**config.mk**
```make
export PLATFORM = sky130hd
export DESIGN_NAME = conv_frame_sequencer
export DESIGN_NICKNAME = d
export VERILOG_FILES = /design/src/rtl/conv_frame_sequencer.sv
export SDC_FILE = /design/constraint.sdc
export NUM_CORES = 1
export LEC_CHECK = 0
export ABC_AREA = 1
export BUFFER_PORTS_ARGS = -buffer_cell sky130_fd_sc_hd__buf_2
export CORE_ASPECT_RATIO = 1.25
export CORE_MARGIN = 8
export CORE_UTILIZATION = 29
export CTS_BUF_LIST = sky130_fd_sc_hd__clkbuf_2 sky130_fd_sc_hd__clkbuf_4 sky130_fd_sc_hd__clkbuf_8
export CTS_CLUSTER_DIAMETER = 40
export DETAILED_ROUTE_END_ITERATION = 7
export PLACE_DENSITY = 0.55
export SLEW_MARGIN = 25
export SYNTH_ARGS = -nofsm -noshare
export SYNTH_HDL_FRONTEND = slang
export SYNTH_SLANG_ARGS = --single-unit
```
**constraint.sdc**
```tcl
create_clock -name clk -period 3.2 [get_ports clk]
set_clock_uncertainty 0.2 [all_clocks]
set_input_delay 0 -clock clk [delete_from_list [all_inputs] [get_ports clk]]
set_output_delay 0 -clock clk [all_outputs]
set_load 0.02 [all_outputs]
```
**src/rtl/conv_frame_sequencer.sv**
```systemverilog
// conv_frame_sequencer: drives one full-frame pass through the line-buffer
// convolver. Issues raster-order pixel reads, generates the convolver shift
// enable, tags convolver outputs that are complete windows with their result
// row/column/address, and provides the start/busy/done handshake.
//
// Handshake: start is sampled only in IDLE. busy is high while the frame is
// reading or draining. done pulses for one cycle after the last window_valid.
// stall only gates new reads (pix_rd). Reads already in flight always complete.
//
// Optional build macro CONV_STRIDE2_EN: emit only windows whose unstrided
// indices are both even, numbered at half resolution. Read and done timing
// are the same in both builds.
module conv_frame_sequencer #(
  parameter int DATA_WIDTH     = 16,
  parameter int IMAGE_SIZE     = 28,
  parameter int KERNEL_SIZE    = 5,
  parameter int CONV_LATENCY   = 1,
  parameter int ADDR_WIDTH     = 10,
  parameter int OUT_ADDR_WIDTH = 10
) (
  input  logic                      clk,
  input  logic                      reset,
  input  logic                      start,
  input  logic                      stall,
  output logic                      busy,
  output logic                      done,
  output logic                      pix_rd,
  output logic [ADDR_WIDTH-1:0]     pix_addr,
  output logic                      shift_en,
  output logic                      window_valid,
  output logic [4:0]                out_row,
  output logic [4:0]                out_col,
  output logic [OUT_ADDR_WIDTH-1:0] out_addr
);

  localparam int CW = $clog2(IMAGE_SIZE);
`ifdef CONV_STRIDE2_EN
  localparam int OUT_SIZE = (IMAGE_SIZE - KERNEL_SIZE) / 2 + 1;
`else
  localparam int OUT_SIZE = IMAGE_SIZE - KERNEL_SIZE + 1;
`endif
  localparam logic [CW-1:0] LAST_IDX  = CW'(IMAGE_SIZE - 1);
  localparam logic [CW-1:0] FIRST_WIN = CW'(KERNEL_SIZE - 1);

  // Reject parameter sets the address counters or pipeline cannot represent.
  if (DATA_WIDTH < 1 || CONV_LATENCY < 1 ||
      (64'd1 << ADDR_WIDTH) < 64'(IMAGE_SIZE * IMAGE_SIZE)) begin : g_bad_params
    $error("conv_frame_sequencer: unsupported parameter combination");
  end

  typedef enum logic [1:0] {S_IDLE, S_RUN, S_DRAIN, S_DONE} state_t;

  state_t                 state;
  logic [CW-1:0]          rd_row;
  logic [CW-1:0]          rd_col;
  logic [CONV_LATENCY-1:0] vld_pipe;
  logic [CW-1:0]          row_pipe [CONV_LATENCY];
  logic [CW-1:0]          col_pipe [CONV_LATENCY];
  logic [CW-1:0]          tap_row, tap_col, win_row, win_col;
  logic                   win_hit;
  logic [4:0]             res_row, res_col;

  // Reads follow stall directly so a stalled cycle never issues a read.
  assign pix_rd   = (state == S_RUN) && !stall;
  assign busy     = (state == S_RUN) || (state == S_DRAIN);
  assign done     = (state == S_DONE);
  // Memory read latency is one cycle, so the first pipeline stage is the shift enable.
  assign shift_en = vld_pipe[0];

  // Frame FSM and raster read counters (advance only on an issued read).
  always_ff @(posedge clk) begin
    if (reset) begin
      state    <= S_IDLE;
      rd_row   <= '0;
      rd_col   <= '0;
      pix_addr <= '0;
    end else begin
      case (state)
        S_IDLE: begin
          if (start) begin
            state    <= S_RUN;
            rd_row   <= '0;
            rd_col   <= '0;
            pix_addr <= '0;
          end
        end
        S_RUN: begin
          if (pix_rd) begin
            if (rd_col == LAST_IDX) begin
              rd_col <= '0;
              if (rd_row == LAST_IDX) begin
                rd_row   <= '0;
                pix_addr <= '0;
                state    <= S_DRAIN;
              end else begin
                rd_row   <= rd_row + CW'(1);
                pix_addr <= pix_addr + ADDR_WIDTH'(1);
              end
            end else begin
              rd_col   <= rd_col + CW'(1);
              pix_addr <= pix_addr + ADDR_WIDTH'(1);
            end
          end
        end
        // Leave once no read is in flight; the last window is on the output then.
        S_DRAIN: if (vld_pipe == '0) state <= S_DONE;
        S_DONE:  state <= S_IDLE;
        default: state <= S_IDLE;
      endcase
    end
  end

  // Track each read's row/column until its convolver result appears.
  always_ff @(posedge clk) begin
    if (reset) begin
      vld_pipe <= '0;
      for (int i = 0; i < CONV_LATENCY; i++) begin
        row_pipe[i] <= '0;
        col_pipe[i] <= '0;
      end
    end else begin
      vld_pipe[0] <= pix_rd;
      row_pipe[0] <= rd_row;
      col_pipe[0] <= rd_col;
      for (int i = 1; i < CONV_LATENCY; i++) begin
        vld_pipe[i] <= vld_pipe[i-1];
        row_pipe[i] <= row_pipe[i-1];
        col_pipe[i] <= col_pipe[i-1];
      end
    end
  end

  // Decide whether the result leaving the pipeline next cycle is a full window.
  always_comb begin
    tap_row = row_pipe[CONV_LATENCY-1];
    tap_col = col_pipe[CONV_LATENCY-1];
    win_row = tap_row - FIRST_WIN;
    win_col = tap_col - FIRST_WIN;
    win_hit = vld_pipe[CONV_LATENCY-1] && (tap_row >= FIRST_WIN) && (tap_col >= FIRST_WIN);
`ifdef CONV_STRIDE2_EN
    win_hit = win_hit && !win_row[0] && !win_col[0];
    res_row = 5'(win_row >> 1);
    res_col = 5'(win_col >> 1);
`else
    res_row = 5'(win_row);
    res_col = 5'(win_col);
`endif
  end

  // Registered result tags; indices hold between valid windows.
  always_ff @(posedge clk) begin
    if (reset) begin
      window_valid <= 1'b0;
      out_row      <= '0;
      out_col      <= '0;
      out_addr     <= '0;
    end else begin
      window_valid <= win_hit;
      if (win_hit) begin
        out_row  <= res_row;
        out_col  <= res_col;
        out_addr <= OUT_ADDR_WIDTH'(int'(res_row) * OUT_SIZE + int'(res_col));
      end
    end
  end

endmodule
```
### Yosys cells after proc, flatten, opt, wreduce, memory -nomap -nowiden

Memory sizes are Yosys's and may differ from the RTL's.
Cells that the tools add are included.

| operators by class | value |
|---|---|
| add/subtract/negate cells | 6 |
| $mul | 1 |
| magnitude comparators | 2 |
| eq/ne operators | 10 |
| muxes and demuxes | 26 |
| reduce and logical (&&, ||, !) cells | 12 |

Operator list:

| operator | count |
|---|---|
| $mux W10 | 4 |
| $mux W5 | 8 |
| $pmux W10 S2 | 1 |
| $pmux W5 S2 | 2 |
| $add A10 B1 Y10 const B | 1 |
| $add A10 B5 Y10 | 1 |
| $add A5 B1 Y5 const B | 2 |
| $eq A5 B5 Y1 const B | 2 |
| $ge A5 B3 Y1 const B | 2 |
| $mux W2 | 5 |
| $reduce_or A5 Y1 | 2 |
| $sub A5 B3 Y5 const B | 2 |
| $pmux W2 S4 | 1 |
| $mul A5 B2 Y7 const B | 1 |
| $ne A2 B2 Y1 const B | 3 |
| $mux W1 | 5 |
| $reduce_and A5 Y1 | 1 |
| $eq A2 B2 Y1 const B | 2 |
| $ne A2 B1 Y1 const B | 2 |
| $reduce_and A4 Y1 | 1 |
| $logic_and A1 B1 Y1 | 3 |
| $reduce_and A3 Y1 | 1 |
| $eq A2 B1 Y1 const B | 1 |
| $logic_not A2 Y1 | 1 |
| other kinds (3) | 3 |

| storage, ports and cells | value |
|---|---|
| register bits | 44 |
| bits in writable memories | 10 |
| bits of input ports | 4 |
| output and inout port bits | 35 |
| logic and storage cells | 68 |
| memories kept | 2 |

Memories:

| memory | depth | width | rd ports | clocked after memory_dff | write ports | line | RTL |
|---|---|---|---|---|---|---|---|
| col_pipe | 1 | 5 | 1 | 0 | 1 | 58 | `logic [CW-1:0] col_pipe [CONV_LATENCY];` |
| row_pipe | 1 | 5 | 1 | 0 | 1 | 57 | `logic [CW-1:0] row_pipe [CONV_LATENCY];` |

### Depth between registers and ports, before layout

Gate-level depths: netlist (run 1).

| depth | value |
|---|---|
| depth in word-level cells | 5 |
| depth in mapped cells | 14 |
| gate-level depth less buffers | 14 |

### Least setup slack after synthesis (run 1)

Ideal clock, no wire load.

| timing | value |
|---|---|
| path kind | flip-flop to flip-flop |
| start point | mem row_pipe[0][2] (netlist bit) |
| end point | reg out_addr[9] |
| library setup time | 0.109 ns |
| data arrival time | 1.931 ns |
| data required time | 2.891 ns |
| setup slack | 0.960 ns |
| stages on the path, launching flop included | 13 |
| buffers on the path | 0 |
| period minus slack after synthesis | 2.240 ns |
| path through | dfxtp_1 -> inv_1 -> ha_1 -> xor2_1 -> ha_1 -> a21oi_1 -> nand3_1 -> nand2_1 -> nand3_1 -> nand2_1 -> nand3_1 -> nand2_1 -> inv_1 |

| on the way | value |
|---|---|
| longest elaborated chain between the ends | 4 |
| elaborated cells between the ends (all ways) | 7 |
| those cells by class | add/sub (2); mul (1); order compare (1); reduce/logical (2); memory (1) |

RTL lines:

| element | line | RTL |
|---|---|---|
| start: declaration | 57 |  |
| $mem_v2 Z1 W5 | - |  |
| $sub A5 B3 Y5 | 137 | `win_row = tap_row - FIRST_WIN;` |
| net res_row[2] | 61 | `logic [4:0] res_row, res_col;` |
| $mul A5 B2 Y7 | 162 | `out_addr <= OUT_ADDR_WIDTH'(int'(res_row) * OUT_SIZE + int'(res_col));` |
| $add A10 B5 Y10 | 162 |  |
| end signal: assignment | 162 |  |
| end: declaration | 33 | `output logic [OUT_ADDR_WIDTH-1:0] out_addr` |

The timed path passes the listed nets, and every way through them passes these cells.
A chain may end at the register's enable or synchronous reset.

### Final worst setup path (run 1)

Ends and elaborated chain as after synthesis.

==> results of run 1 <==
tightest hold or removal path: cells and delay by family:
family          cells  cell delay [ns]
simple gates        1             0.10
compound gates      3             0.35
buf+inv             1             0.10
flip-flops by register name (all words and copies together), names as in the netlist, 2 cells and up:
name and cells:
rd_row 5, row_pipe 5, out_row 5, state 2, out_addr 7, rd_col 5, pix_addr 10, out_col 5
col_pipe 5
cells in the final DEF, fill, tap and decap left out, types with 2 or more instances in the layout:
| cell type | instances |
|---|---|
| dlygate4sd3_1 | 3 |
| dfxtp_1 | 51 |
| a21oi_1 | 27 |
| o21ai_2 | 2 |
| xor2_1 | 6 |
| fa_1 | 2 |
| nor3_2 | 2 |
| o21ai_0 | 23 |
| nand3_1 | 20 |
| buf_2 | 38 |
| ha_1 | 19 |
| inv_1 | 45 |
| nand4_1 | 4 |
| a21oi_2 | 2 |
| nand2_2 | 2 |
| buf_4 | 2 |
| a211oi_1 | 3 |
| nor2_1 | 40 |
| clkbuf_8 | 6 |
| inv_2 | 4 |
| nand2_1 | 46 |
| nor3_1 | 5 |
cells by family (layout without fill, tap and decap cells):
group	count (synthesis)	count (layout)	share of synthesized area [%]
buffers and inverters	60	100	9.68
xor gates and xnor gates	6	6	2.04
and+or+nand+nor	126	126	23.2
DFF	51	51	39.7
AOI/OAI and AO/OA	65	65	14.6
adders and majority gates	21	21	10.8
layer usage:
metal	track usage [%]	up-vias	part of all wire, %
met2	16.4	52	46
met5	0	-	0
met3	3.44	6	7.1
met4	2.75	0	1.3
li1	-	1138	-
met1	10.9	934	46
what timing repair did:
item,4_1_cts,5_1_grt
resized for setup,0,0
hold buffers,3,0
setup buffers,0,0
hold endpoints to repair,17,0
where the power goes:
part | leakage, nW | internal, mW | total (mW) | switching, mW
registers | 0.412 | 0.684 | 0.735 | 0.0512
logic | 0.896 | 0.237 | 0.710 | 0.473
clock network | 0.0618 | 0.257 | 0.473 | 0.215
total | 1.37 | 1.18 | 1.92 | 0.739
area by class of cell:
class / instances / area, um2 / share of cell area [%]
multi-input cells: 218 / 1300 / 43.2
flip-flops and latches: 51 / 1020 / 33.9
repair buffers: 43 / 235 / 7.81
inverters: 49 / 184 / 6.10
well taps: 120 / 150 / 4.98
clock buffers: 6 / 82.6 / 2.74
clock inverters: 2 / 38.8 / 1.29
through the flow:
stage	instances	setup slack [ns]	cell area, um2	hold slack (ns)	power (mW)
finish	489	0.738	3010	0.102	1.92
global route	489	0.456	3010	0.122	2.09
CTS	489	0.729	3010	0.0985	1.95
detailed placement	478	0.746	2860	0.00336	1.47
global placement	478	0.834	2860	0.0103	1.45
floorplan	329	0.960	2570	-0.122	1.31
worst max path at each step:
stage / endpoint / slack (ns) / cells after the start
after floorplan: out_addr[9] / 0.96 / 12
after global placement: out_addr[9] / 0.83 / 13
after detailed placement: out_addr[9] / 0.75 / 12
after CTS: out_addr[9] / 0.73 / 12
after global routing: out_addr[9] / 0.46 / 12
final: out_addr[9] / 0.74 / 12
==> flow_summary.ini, run 1 <==
[grt]
antenna_found_initial = 0
grt_pass1_vias = 2119
grt_overflow = 0
grt_pass1_wl_um = 9610
grt_use_total_pct = 9.57
grt_max_degree = 26

[setup_path]
path_buf_inv = 2
worstSetupStartpointType = flop
cp-startpoint = row_pipe[0][2]
critical_path.top_delay_family = adder cells
r2r_cells = 12
path_cells = inv_1 > ha_1 > xor2_1 > ha_1 > a21oi_1 > nand3_1 > nand2_1 > nand3_1 > nand2_1 > nand3_1 > nand2_1 > inv_1
cp_data_arrival_time_ns = 2.47
path_max_fanout = 6
crit_type = reg -> reg
slowest_stage = dfxtp_1
crit_required_ns = 3.21
worstSetupEndpointType = flop
reg2reg_to = out_addr[9]
r2r_setup_slack_ns = 0.74
crit_path_max_incr_delay_ns = 0.43
reg2reg_from = row_pipe[0][2]

[final_layout]
final_nets = 393
antennaDiodeCount = 0
area_delta_synth_final_pct = 17.2
final_util_pct = 34.8
drive_gt1_share_pct = 18.4
fillers = 925

[logic_synthesis]
postSynth.asyncResetShare_pct = 0
synth_area_per_cell_um2 = 7.82
syn_area_mm2 = 0.00257
synth_edf_count = 0
synth_fp_nets = 354
synth_flop_cell = dfxtp_1
ys_seq_area_share_pct = 39.7
synth_area_leaders = dfxtp_1 (40%), ha_1 (9.2%), nand2_1 (6.7%)
synthTopCellsByCount = dfxtp_1 (51), nand2_1 (46), inv_1 (45)
yosys.area.top_type = dfxtp_1
ys_ff_latch = 51
synth_top_area_share_pct = 39.7
synth_most_common_cell = dfxtp_1
syn_inst = 329
ys_warn_count = 0
ys_types = 38

[detailed_routing]
wl_per_cell_um = 11.3
drt-total-wl_um = 5540
routed_via_density = 4.36
firstDrtPassIters = 4
drt_iter0_markers = 83
vias = 2130
postRouteAntennaNets = 0
drc = 0

[pwr]
ir_drop_mv = 0.230
pwr_density_cell_mw_per_mm2 = 637
power.leakage_nw = 1.37

[status]
status = finished, final reports clean

[timing]
period_share_pct = 76.9
slew_violations = 0
hold_viol = 0
relSlewSlack_pct = 57.9
max_slew.worst_pin.slew_ns = 0.632
finalSetupViolations = 0
rsz0062_at_grt = no
period_minus_slack_ns = 2.46
max_freq_ghz = 0.406
tns_ns = 0

[floorplanning]
core_area_mm2 = 0.00865
io_pins = 39
fp.dieArea_mm2 = 0.0122
rows = 38
fp.dieW_um = 100
start_util_pct = 29.7
die_h_um = 121

[place]
hpwl_um = 4270
port_buffers = 38
gp_congestion = 0.759

[cts]
cts_sinks = 51
clk_pin_slew_ns = 0.10
cts-root-buf = clkbuf_8
clock_latency_ns = 0.30
htree_levels = 2
cts_made_buffers = 5
cts_tree = built
cts_max_path_buffers = 2

[worst_hold_path]
worstHoldEndpoint = pix_addr[1]
min_from = start
hold_path_class = in -> reg
holdPathStages = 5

[flow_run]
drv_cap = 0
Note: power is estimated with default switching activity, not from simulation.
==> inputs of run 2 (changes only) <==
--- a/config.mk
+++ b/config.mk
@@ -13,7 +13,7 @@
 export CTS_BUF_LIST = sky130_fd_sc_hd__clkbuf_2 sky130_fd_sc_hd__clkbuf_4 sky130_fd_sc_hd__clkbuf_8
 export CTS_CLUSTER_DIAMETER = 40
 export DETAILED_ROUTE_END_ITERATION = 7
-export PLACE_DENSITY = 0.55
+export PLACE_DENSITY = 0.57
 export SLEW_MARGIN = 25
 export SYNTH_ARGS = -nofsm -noshare
 export SYNTH_HDL_FRONTEND = slang
==> constraint.sdc (replaced) <==
create_clock -name clk -period 2.05 [get_ports clk]
set_clock_uncertainty 0.2 [all_clocks]
set_input_delay 0 -clock clk [delete_from_list [all_inputs] [get_ports clk]]
set_output_delay 0 -clock clk [all_outputs]
set_load 0.02 [all_outputs]
==> run 2 against run 1 <==
First-iteration DRC count down 16%; non-clock buffer count up 33; flip-flop and latch count unchanged; count of clock-buffer cells in the layout unchanged; fmax up 22%; sequential share of layout area down 3.8 points; final cell count up 6.7%; combinational power up 120%; global-route usage up 0.31 points; critical endpoint unchanged; critical path depth up 1.
==> flow_summary.ini, run 2 (synthesized netlist as in run 1, its figures left out) <==
[status]
status = finished, final reports clean

[timing]
finalSetupViolations = 0
hold_viol = 0
max_slew.worst_pin.slew_ns = 0.328
max_freq_ghz = 0.494
setup_slack_ns = 0.0251
period_minus_slack_ns = 2.02
period_share_pct = 98.8
slew_violations = 0
rsz0062_at_grt = yes
relSlewSlack_pct = 78.0

[setup_path]
worstSetupEndpointType = flop
r2r_setup_slack_ns = 0.03
r2r_cells = 13
crit_type = reg -> reg
worstSetupStartpointType = flop
reg2reg_to = out_addr[9]
cp_data_arrival_time_ns = 2.06
reg2reg_from = col_pipe[0][3]
cp-startpoint = col_pipe[0][3]
crit_required_ns = 2.08
path_max_fanout = 2

[detailed_routing]
vias = 2317
drt_iter0_markers = 70
drt-total-wl_um = 6000
drc = 0
wl_per_cell_um = 11.5
postRouteAntennaNets = 0
firstDrtPassIters = 6
routed_via_density = 4.44

[grt]
grt_pass1_wl_um = 9780
grt_max_degree = 31
grt_overflow = 0
grt_pass1_vias = 2258
antenna_found_initial = 0
grt_use_total_pct = 9.88

[final_layout]
antennaDiodeCount = 0
fillers = 939
final_cell_mix = nand2_1 (43), dfxtp_1 (43), buf_2 (38)
regMostFlops = pix_addr
largest_register_ffs = 10
top_regs = pix_addr: 10 flops, out_addr: 7 flops
area_delta_synth_final_pct = 33.5
final_nets = 426
drive_gt1_share_pct = 34.8

[floorplanning]
die_h_um = 121
start_util_pct = 29.7
io_pins = 39
core_area_mm2 = 0.00865
fp.dieArea_mm2 = 0.0122
fp.dieW_um = 100
rows = 38

[place]
port_buffers = 38
hpwl_um = 4460
dp_slack_ns = -0.155
gp_congestion = 0.752

[pwr]
pwr_density_cell_mw_per_mm2 = 969
power_mw = 3.33
power.leakage_nw = 1.53
ir_drop_mv = 0.402

[cts]
clk_pin_slew_ns = 0.10
cts_made_buffers = 5
cts-root-buf = clkbuf_8
cts_max_path_buffers = 2
cts_sinks = 51
htree_levels = 2
clock_latency_ns = 0.32
cts_tree = built

[flow_run]
drv_cap = 0

[worst_hold_path]
worstHoldEndpoint = rd_col[3]
hold_path_class = in -> reg
min_from = start
holdPathStages = 5
[run 2: changes by cell type in the layout (fill, tap and decap cells not counted), sizes merged]
cell,delta
bufinv,-1
clkinv,+1
inv,-1
buf,+33
clkinvlp,+1
[run 2: critical path, cell delays in order (launching register included)]
cell and delay [ns]:
dfxtp_2 0.33, inv_2 0.05, ha_4 0.16, xor2_2 0.18, inv_2 0.07, fa_2 0.42
nor2_4 0.12, inv_2 0.06, nor2_4 0.09, nand3_2 0.06, nand2_1 0.06, nand3_1 0.06
nand2_1 0.06, inv_1 0.03
[run 2: worst max-delay path by stage]
stage / to / slack [ns] / cells after the start
finish: out_addr[9] / 0.03 / 13
global route: out_addr[9] / -0.11 / 13
CTS: out_addr[9] / -0.05 / 13
detailed placement: out_addr[9] / -0.15 / 14
global placement: out_addr[9] / -0.06 / 14
floorplan: out_addr[9] / -0.01 / 14
[run 2: repair_timing]
action / 4_1_cts / 5_1_grt
pin swaps: 6 / 19
cloned: 0 / 0
endpoints found under the hold margin: 25 / 0
resized for setup: 13 / 28
hold buffers: 3 / 0
endpoints found under the setup margin: 4 / 15
buffers inserted: 1 / 9
[run 2: area by class of cell]
type,count,area [um2],area share (%)
Timing Repair Buffer,76,499,14.5
Inverter,49,189,5.50
Multi-Input combinational cell,218,1460,42.6
Clock inverter,2,16.3,0.474
Sequential cell,51,1030,30.1
Tap cell,120,150,4.37
Clock buffer,6,82.6,2.41
[run 2: per-stage QoR]
stage	TNS [ns]	std cells	area (um2)	util, %	hold WS, ns
CTS	-0.0528	513	3260	37.7	0.103
global route	-0.284	522	3430	39.7	0.199
floorplan	-0.0107	329	2620	-	-0.122
detailed placement	-0.327	501	3090	35.7	0.0307
finish	0	522	3430	39.7	0.103
global placement	-0.0843	501	3090	35.7	0.0282
[run 2: routing by layer]
layer | share of wire (%) | global-route usage, % | vias up
met5 | 0 | 0 | -
met4 | 2.0 | 4.36 | 0
met3 | 5.0 | 2.81 | 11
met2 | 51 | 17.8 | 46
met1 | 42 | 10.4 | 1059
li1 | - | - | 1201
[run 2: where the power goes]
| part | internal (mW) | switching (mW) | total [mW] |
|---|---|---|---|
| combinational | 0.651 | 0.893 | 1.54 |
| sequential | 1.08 | 0.0743 | 1.15 |
| clock | 0.276 | 0.358 | 0.634 |
| total | 2.00 | 1.33 | 3.33 |
